## src/rtl/ysyx_24100027_ifu_fetch.sv

```systemverilog
// Instruction fetch unit: owns the PC, issues one read at a time, hands pc/inst pairs to the core.
// Optional performance counters are enabled with `define YSYX_24100027_IFU_PERF_EN.
module ysyx_24100027_ifu_fetch #(
    parameter logic [31:0] RESET_PC = 32'h8000_0000,
    parameter int          XLEN     = 32
) (
    input  logic            clk,
    input  logic            rst,
    output logic            req_valid,
    input  logic            req_ready,
    output logic [XLEN-1:0] req_addr,
    input  logic            resp_valid,
    input  logic [XLEN-1:0] resp_data,
    input  logic            resp_err,
    output logic            out_valid,
    input  logic            out_ready,
    output logic [XLEN-1:0] out_pc,
    output logic [XLEN-1:0] out_inst,
    output logic            out_fault,
    input  logic            redirect_valid,
    input  logic [XLEN-1:0] redirect_pc,
`ifdef YSYX_24100027_IFU_PERF_EN
    output logic [31:0]     perf_fetch_cnt,
    output logic [31:0]     perf_stall_cnt,
`endif
    output logic [1:0]      dbg_state
);

    // Handshake rule for both channels: a transfer happens in any cycle where
    // valid && ready are both high at the rising edge; valid never depends on ready.
    typedef enum logic [1:0] {
        S_REQ  = 2'd0,
        S_WAIT = 2'd1,
        S_OUT  = 2'd2
    } state_t;

    state_t            state, state_n;
    logic [XLEN-1:0]   pc, pc_n;
    logic              drop, drop_n;
    logic              out_valid_q, out_valid_n;
    logic [XLEN-1:0]   out_pc_n, out_inst_n;
    logic              out_fault_n;
    logic [XLEN-1:0]   redirect_target;
    logic              req_hs;

    assign redirect_target = {redirect_pc[XLEN-1:2], 2'b00};
    assign req_valid       = (state == S_REQ) && !rst;
    assign req_addr        = pc;
    assign req_hs          = req_valid && req_ready;
    assign out_valid       = out_valid_q;
    assign dbg_state       = state;

    always_comb begin
        state_n     = state;
        pc_n        = pc;
        drop_n      = drop;
        out_valid_n = out_valid_q;
        out_pc_n    = out_pc;
        out_inst_n  = out_inst;
        out_fault_n = out_fault;
        case (state)
            S_REQ: begin
                if (redirect_valid) begin
                    pc_n = redirect_target;
                    // The old address was already accepted; its beat must be thrown away.
                    if (req_hs) begin
                        state_n = S_WAIT;
                        drop_n  = 1'b1;
                    end
                end else if (req_hs) begin
                    state_n = S_WAIT;
                end
            end
            S_WAIT: begin
                if (redirect_valid) begin
                    pc_n = redirect_target;
                    if (resp_valid) begin
                        state_n = S_REQ;
                        drop_n  = 1'b0;
                    end else begin
                        drop_n  = 1'b1;
                    end
                end else if (resp_valid) begin
                    if (drop) begin
                        state_n = S_REQ;
                        drop_n  = 1'b0;
                    end else begin
                        state_n     = S_OUT;
                        out_valid_n = 1'b1;
                        out_pc_n    = pc;
                        out_inst_n  = resp_data;
                        out_fault_n = resp_err;
                    end
                end
            end
            S_OUT: begin
                if (redirect_valid) begin
                    pc_n        = redirect_target;
                    state_n     = S_REQ;
                    out_valid_n = 1'b0;
                end else if (out_ready) begin
                    pc_n        = pc + 32'd4;
                    state_n     = S_REQ;
                    out_valid_n = 1'b0;
                end
            end
            default: begin
                state_n     = S_REQ;
                out_valid_n = 1'b0;
            end
        endcase
    end

    always_ff @(posedge clk) begin
        if (rst) begin
            state       <= S_REQ;
            pc          <= RESET_PC;
            drop        <= 1'b0;
            out_valid_q <= 1'b0;
            out_pc      <= '0;
            out_inst    <= '0;
            out_fault   <= 1'b0;
        end else begin
            state       <= state_n;
            pc          <= pc_n;
            drop        <= drop_n;
            out_valid_q <= out_valid_n;
            out_pc      <= out_pc_n;
            out_inst    <= out_inst_n;
            out_fault   <= out_fault_n;
        end
    end

`ifdef YSYX_24100027_IFU_PERF_EN
    always_ff @(posedge clk) begin
        if (rst) begin
            perf_fetch_cnt <= '0;
            perf_stall_cnt <= '0;
        end else begin
            if (out_valid && out_ready && !redirect_valid)
                perf_fetch_cnt <= perf_fetch_cnt + 32'd1;
            if ((state != S_OUT) || !out_ready)
                perf_stall_cnt <= perf_stall_cnt + 32'd1;
        end
    end
`endif

endmodule

```

## config.mk

```make
export PLATFORM = sky130hd
export DESIGN_NAME = ysyx_24100027_ifu_fetch
export DESIGN_NICKNAME = d
export VERILOG_FILES = /design/src/rtl/ysyx_24100027_ifu_fetch.sv
export SDC_FILE = /design/constraint.sdc
export NUM_CORES = 1
export LEC_CHECK = 0
export ABC_AREA = 0
export ABC_CLOCK_PERIOD_IN_PS = 4200
export CAP_MARGIN = 20
export CORE_MARGIN = 2
export CORE_UTILIZATION = 30
export DETAILED_ROUTE_END_ITERATION = 8
export GPL_TIMING_DRIVEN = 0
export PLACE_DENSITY = 0.67
export SETUP_SLACK_MARGIN = 0.15
export SLEW_MARGIN = 40
export SYNTH_ARGS = -nofsm -noshare
export SYNTH_HDL_FRONTEND = slang
export SYNTH_SLANG_ARGS = --single-unit
```

## constraint.sdc

```tcl
create_clock -name clk -period 4.2 [get_ports clk]
set_input_delay 0.63 -clock clk [delete_from_list [all_inputs] [get_ports clk]]
set_output_delay 0.63 -clock clk [all_outputs]
set_load 0.1 [all_outputs]
```

==> flow_summary.yaml <==
clock_tree:
  cts-root-buf: "clkbuf_16"
  path_clk_slew_ns: 0.07
  cts_tree: "done"
  htreeDepth: 3
  ctsHoldBuffers: 0
  cts_resized: 0
  worstSkewPairLatency_ns: 0.35
  clock_path_buffers: 2
  cts_made_buffers: 9
  cts.sinks: 97
  post_cts_buffers: 0
timing:
  finClkSkew_ns: 0.0101
  rsz0062_at_grt: "no"
  fin_tns_setup_ns: 0
  timing_hold_violations_final: 0
  setup_viol: 0
  relSlewSlack: 0.492
  fmax_mhz: 324
  layout_min_cycle_time_ns: 3.09
  tightest_slew_ns: 0.758
  fin_ws_ns: 1.11
  drv_slew: 0
  min_period_over_period: 0.735
global_route:
  antenna_found_initial: 0
  track_usage: 0.198
  grt_pass1_wl_um: 24900
  grt_pass1_vias: 4685
  overflow: 0
  grt_max_degree: 17
job:
  drv_cap: 0
placement:
  dp_hpwl_um: 11400
  dp.cells: 939
  port_buffers: 164
  place_area_sq_mm: 0.00584
  gp_congestion: 0.857
  preCtsSetupSlack_ns: 1.08
detailed_routing:
  drt_iter0_drc: 309
  wl_um: 15900
  drt-vias-per-instance: 5.19
  ant_nets: 0
  drt_pass1_iterations: 5
  num_vias: 4957
  remaining_drc_errors: 0
  avgRoutedWirePerCell_um: 16.7
power_and_ir_drop:
  irDropWorstVdd_mv: 0.178
  powerDensity_mw_per_mm2: 382
  power_uw: 2350
  leakagePower_uw: 0.00244
logic_synthesis:
  synthDistinctLibCells: 60
  synth_edf_count: 0
  yosysTopAreaCellShare: 0.439
  yosysSeqAreaShare: 0.439
  synthFlopType: "dfxtp_1"
  synth_area_per_cell_sq_um: 7.54
  synth_area_leaders: "dfxtp_1 44%, nand2_1 13%, a21oi_1 10%"
  yosys_warnings: 0
  synth-seq-cells: 97
  async_reset_ff_frac: 0
  synth_top_cell_by_area: "dfxtp_1"
  syn_inst: 587
  syn_area_sq_mm: 0.00443
setup_path:
  critPathMaxFanout: 10
  crit_required_ns: 3.57
  path_class: "in2out"
  arrival_ns: 2.46
  endpoint_kind: "output pin"
  reg2reg_setup_slack_ns: 1.48
  cp-start-kind: "primary input"
die:
  io_pins: 172
  core_area_sq_mm: 0.0145
  rows: 44
  die_h_um: 125
  die_x_um: 125
  dieArea_sq_mm: 0.0157
  initial_core_util: 0.306
final_layout:
  drive_above_1_share: 0.173
  final_cells: 955
  syn2layout_area_growth_pct: 39.2
  nets: 838
  antenna_cells: 0
  final_area_sq_mm: 0.00616
outcome:
  status: "complete, no violations"
min_path:
  min_path_type: "reg2reg"
## critical path, stage by stage
cell and delay [ns]:
clkdlybuf4s50_1 0.51, clkbuf_1 0.37, clkbuf_1 0.54, nor3_1 0.09, buf_2 0.32
## cell families (layout without fill, tap and decap cells)
logic type,Yosys count,count (layout),synth area share
mux,2,2,0.00452
simple gates,271,271,0.285
buf+inv,54,235,0.0514
flops,97,97,0.439
other cells,1,4,0.000847
fa+ha+maj,1,1,0.00283
compound gates,161,161,0.217
## cell type report
class,count,area (sq um)
buffer,49,209
clock buffer,11,253
clock inverter,5,62.6
fill,1563,8310
inverter,5,18.8
multi-input combinational,439,2290
sequential,97,1940
tap,184,230
timing repair buffer,165,1160
## through the flow
stage,util,hold slack [ns]
CTS,0.425,0.454
global placement,0.436,0.441
detailed placement,0.403,0.444
finish,0.426,0.452
global route,0.426,0.472
floorplan,-,0.488
## path summary, 6_finish.rpt
| kind | endpoint | start | depth (start not counted) |
|---|---|---|---|
| setup / recovery | req_valid | rst | 5 |
| hold / removal | out_inst[8] | out_inst[8] | 2 |
| setup reg to reg | req_addr[30] | req_addr[2] | 7 |
| hold reg to reg | out_inst[8] | out_inst[8] | 2 |
## synth_stat cells (all sizes together), types with 6 or more instances
cell,number
or3,6
nor2,30
nor3,15
a21oi,92
nand2b,6
buf,6
a22o,7
nand2,155
nand4,9
nand3,19
and3,7
dfxtp,97
o21ai,20
clkbuf,43
## placed cells by master, fill, tap and decap left out, drive strengths merged, types with 4 or more instances in the layout
| master | instances |
|---|---|
| a21oi | 92 |
| a22o | 7 |
| a31oi | 4 |
| and2 | 4 |
| and3 | 7 |
| buf | 104 |
| clkbuf | 54 |
| clkdlybuf4s50 | 67 |
| conb | 4 |
| dfxtp | 97 |
| inv | 5 |
| nand2 | 155 |
| nand2b | 6 |
| nand3 | 19 |
| nand4 | 9 |
| nor2 | 30 |
| nor3 | 15 |
| nor4 | 5 |
| o211ai | 5 |
| o21ai | 20 |
| or3 | 6 |
| or4 | 4 |
## power by group
group	switching (uW)	internal (uW)
sequential	41.6	950
clock	387	499
combinational	353	124
total	781	1570
## sequential cells by signal (all words and copies together), names as in the netlist
| register | cells |
|---|---|
| dbg_state | 2 |
| out_valid | 1 |
| out_inst | 32 |
| req_addr | 30 |
| out_pc | 30 |
| drop | 1 |
| out_fault | 1 |
## per-layer routing
layer | vias up | GRT usage | wire length (um)
met3 | 31 | 0.0531 | 1310
met5 | - | 0 | 0
met1 | 2283 | 0.259 | 6940
met2 | 229 | 0.315 | 7350
li1 | 2414 | - | -
met4 | 0 | 0.0686 | 355
Power figures use the tool's default switching activity.
==> patch, RTL diff (config.mk and constraints unchanged) <==
Add a define of `YSYX_24100027_IFU_PERF_EN`.
--- a/src/rtl/ysyx_24100027_ifu_fetch.sv
+++ b/src/rtl/ysyx_24100027_ifu_fetch.sv
@@ -1,5 +1,7 @@
 // Instruction fetch unit: owns the PC, issues one read at a time, hands pc/inst pairs to the core.
 // Optional performance counters are enabled with `define YSYX_24100027_IFU_PERF_EN.
+`define YSYX_24100027_IFU_PERF_EN
+
 module ysyx_24100027_ifu_fetch #(
     parameter logic [31:0] RESET_PC = 32'h8000_0000,
     parameter int          XLEN     = 32
Check against the original RTL (old outputs only; new: perf_fetch_cnt and perf_stall_cnt): equivalent (Yosys induction, for registers that start in step).
==> patch against the unedited design <==
- area after synthesis is 63% higher
- highest routed layer unchanged
- critical endpoint unchanged
- worst setup slack better by 670 ps
- utilization is 1.5 points lower
- die area is 61% higher
- power is 54% higher
- sequential cell count is 64 higher
- largest cell class unchanged
- final area is 57% higher
- wire length is 54% higher
==> patch: results (changes against the unedited design) <==
metric,value,unit,change
RR Startpoint,dbg_state[0]$_SDFFE_PP0P_,,was req_addr[2]$_SDFFE_PP0P_
async set or reset register ratio after synthesis,0,%,unchanged
dpl hpwl,18.0,mm,was 11.4 mm
largest net degree at the start of global routing,17,,unchanged
share of post-route cells with drive strength above 1,19.4,%,was 17.3%
DR iter-0 viols,508,,was 309
crit path DAT,1790,ps,was 2460 ps
worst reg2reg setup slack,1810,ps,was 1480 ps
Crit Reg-Reg Endpoint,req_addr[20]$_SDFFE_PP0P_,,was req_addr[30]$_SDFFE_PP0P_
Leakage,3.83,nW,was 2.44 nW
hold crit path type,flop to flop,,unchanged
VDD IR max,0.000230,V,was 0.000178 V
Placed Instances,1450,,was 939
Worst Path Max Fanout,10,,unchanged
final wirelength,24.5,mm,was 15.9 mm
Inserted Diodes,0,,unchanged
DR WL/cell,16.5,µm,was 16.7 µm
CTS H-tree lvls,4,,was 3
routed vias,7338,,"was 4,957"
First-pass DRT Iterations,5,,unchanged
Main synth FF type,dfxtp_1,,unchanged
Worst Tran Pin Value,795,ps,was 758 ps
global-route wire length before repair,37.9,mm,was 24.9 mm
post-CTS sizing,0,,unchanged
Avg Synthesized Cell Area,8.01,µm²,was 7.54 µm²
library cells used by synthesis,64,,was 60
Clock Latency Late Sink,420,ps,was 350 ps
Tmin final,2420,ps,was 3090 ps
root buf cell,clkbuf_16,,unchanged
most common library cells after synthesis,"nand2_1 (168), dfxtp_1 (161), a21oi_1 (93), nor2_1 (86), clkbuf_1 (48)",,"was nand2_1 (154), dfxtp_1 (97), a21oi_1 (92), clkbuf_1 (42), nor2_1 (30)"
WHS Path Cells,2,,unchanged
Largest regs,"out_inst (32), perf_fetch_cnt (32), perf_stall_cnt (32)",,
dpl ws,1610,ps,was 1080 ps
clk buf depth,2,,unchanged
Worst path max stage delay,480,ps,was 540 ps
Worst Skew,11.2,ps,was 10.1 ps
GPL Wtd Cong,0.912,,was 0.857
largest cells by area after synthesis,"dfxtp_1 (45%), nand2_1 (8.7%), a21oi_1 (6.5%), nor2_1 (4.5%), xor2_1 (4.0%)",,"was dfxtp_1 (44%), nand2_1 (13%), a21oi_1 (10%), clkbuf_1 (3.6%), nor2_1 (2.5%)"
vias in the first global route,6902,,"was 4,685"
CTS buffer count,17,,was 9
GR Util All Layers,18.6,%,was 19.8%
Slowest cell on crit path,buf_2,,was clkbuf_1
clock-pin slew on the worst setup and hold paths,60,ps,
outcome,finished clean,,unchanged
antenna violations before repair,0,,unchanged
nets,1224,,was 838
number of port buffers,226,,was 164
sequential share of the synthesized area,44.7,%,was 43.9%
postcts setup bufs,0,,unchanged
patch: cell types whose count changed in the layout (fill, tap and decap cells not counted), moves of 12 or more:
cell | before | now
xnor2_1 | 0 | 20
nand3_1 | 18 | 47
nand2_1 | 154 | 168
nand4_1 | 8 | 32
nor2_1 | 30 | 86
xor2_1 | 0 | 33
dfxtp_1 | 97 | 161
and4_1 | 0 | 12
buf_2 | 99 | 169
patch: worst max-delay path, delay by kind of cell:
kind,cells,cell delay (ps)
simple gates,1,200
buf+inv,3,960
patch: final cells by class:
class                      count  area [µm²]
inverter                       6        22.5
multi-input combinational    672        3700
timing repair buffer         227        1460
tap                          319         399
sequential                   161        3220
fill                        2470       13900
buffer                        65         289
clock buffer                  20         457
clock inverter                11         106
patch: how the worst min path moves through the flow:
| stage | from | endpoint |
|---|---|---|
| 3_3_place_gp | out_inst[5]$_SDFFE_PP0P_ | out_inst[5]$_SDFFE_PP0P_ |
| 6_report | out_inst[22]$_SDFFE_PP0P_ | out_inst[22]$_SDFFE_PP0P_ |
| 2_1_floorplan | drop$_SDFFE_PP0P_ | drop$_SDFFE_PP0P_ |
| 4_1_cts | out_inst[8]$_SDFFE_PP0P_ | out_inst[8]$_SDFFE_PP0P_ |
| 5_1_grt | out_inst[17]$_SDFFE_PP0P_ | out_inst[17]$_SDFFE_PP0P_ |
| 3_5_place_dp | out_inst[8]$_SDFFE_PP0P_ | out_inst[8]$_SDFFE_PP0P_ |
patch: routing by layer:
metal  vias to the layer above  track usage (%)  share of wire, %
li1                       3637                -                 -
met1                      3383             23.4                44
met2                       284             31.1                47
met3                        34             5.29               7.5
met4                         0             5.62               1.8
met5                         -                0                 0
patch: logic make-up after synthesis:
group	count (synthesis)	share of synthesized area (%)
multiplexers	8	1.14
adder cells (fa/ha/maj)	3	0.520
AND/OR/NAND/NOR	434	29.4
flip-flops	161	44.7
AO/OA/AOI/OAI	170	13.5
other	1	0.0520
buffers and inverters	71	4.32
XOR/XNOR	53	6.43
patch: through the flow:
stage / power [W] / hold slack [ps] / instance area, µm² / utilization [%]
floorplan: 0.00199 / 492 / 7230 / -
global placement: 0.00218 / 442 / 9890 / 42.0
detailed placement: 0.00215 / 443 / 9100 / 38.6
CTS: 0.00367 / 452 / 9660 / 41.0
global route: 0.00375 / 467 / 9660 / 41.0
finish: 0.00363 / 450 / 9660 / 41.0
patch: power by group:
part | switching [W] | total [W] | internal [W]
logic | 0.000386 | 0.000513 | 0.000126
registers | 0.0000441 | 0.00160 | 0.00156
clock network | 0.000666 | 0.00152 | 0.000850
total | 0.00110 | 0.00363 | 0.00254
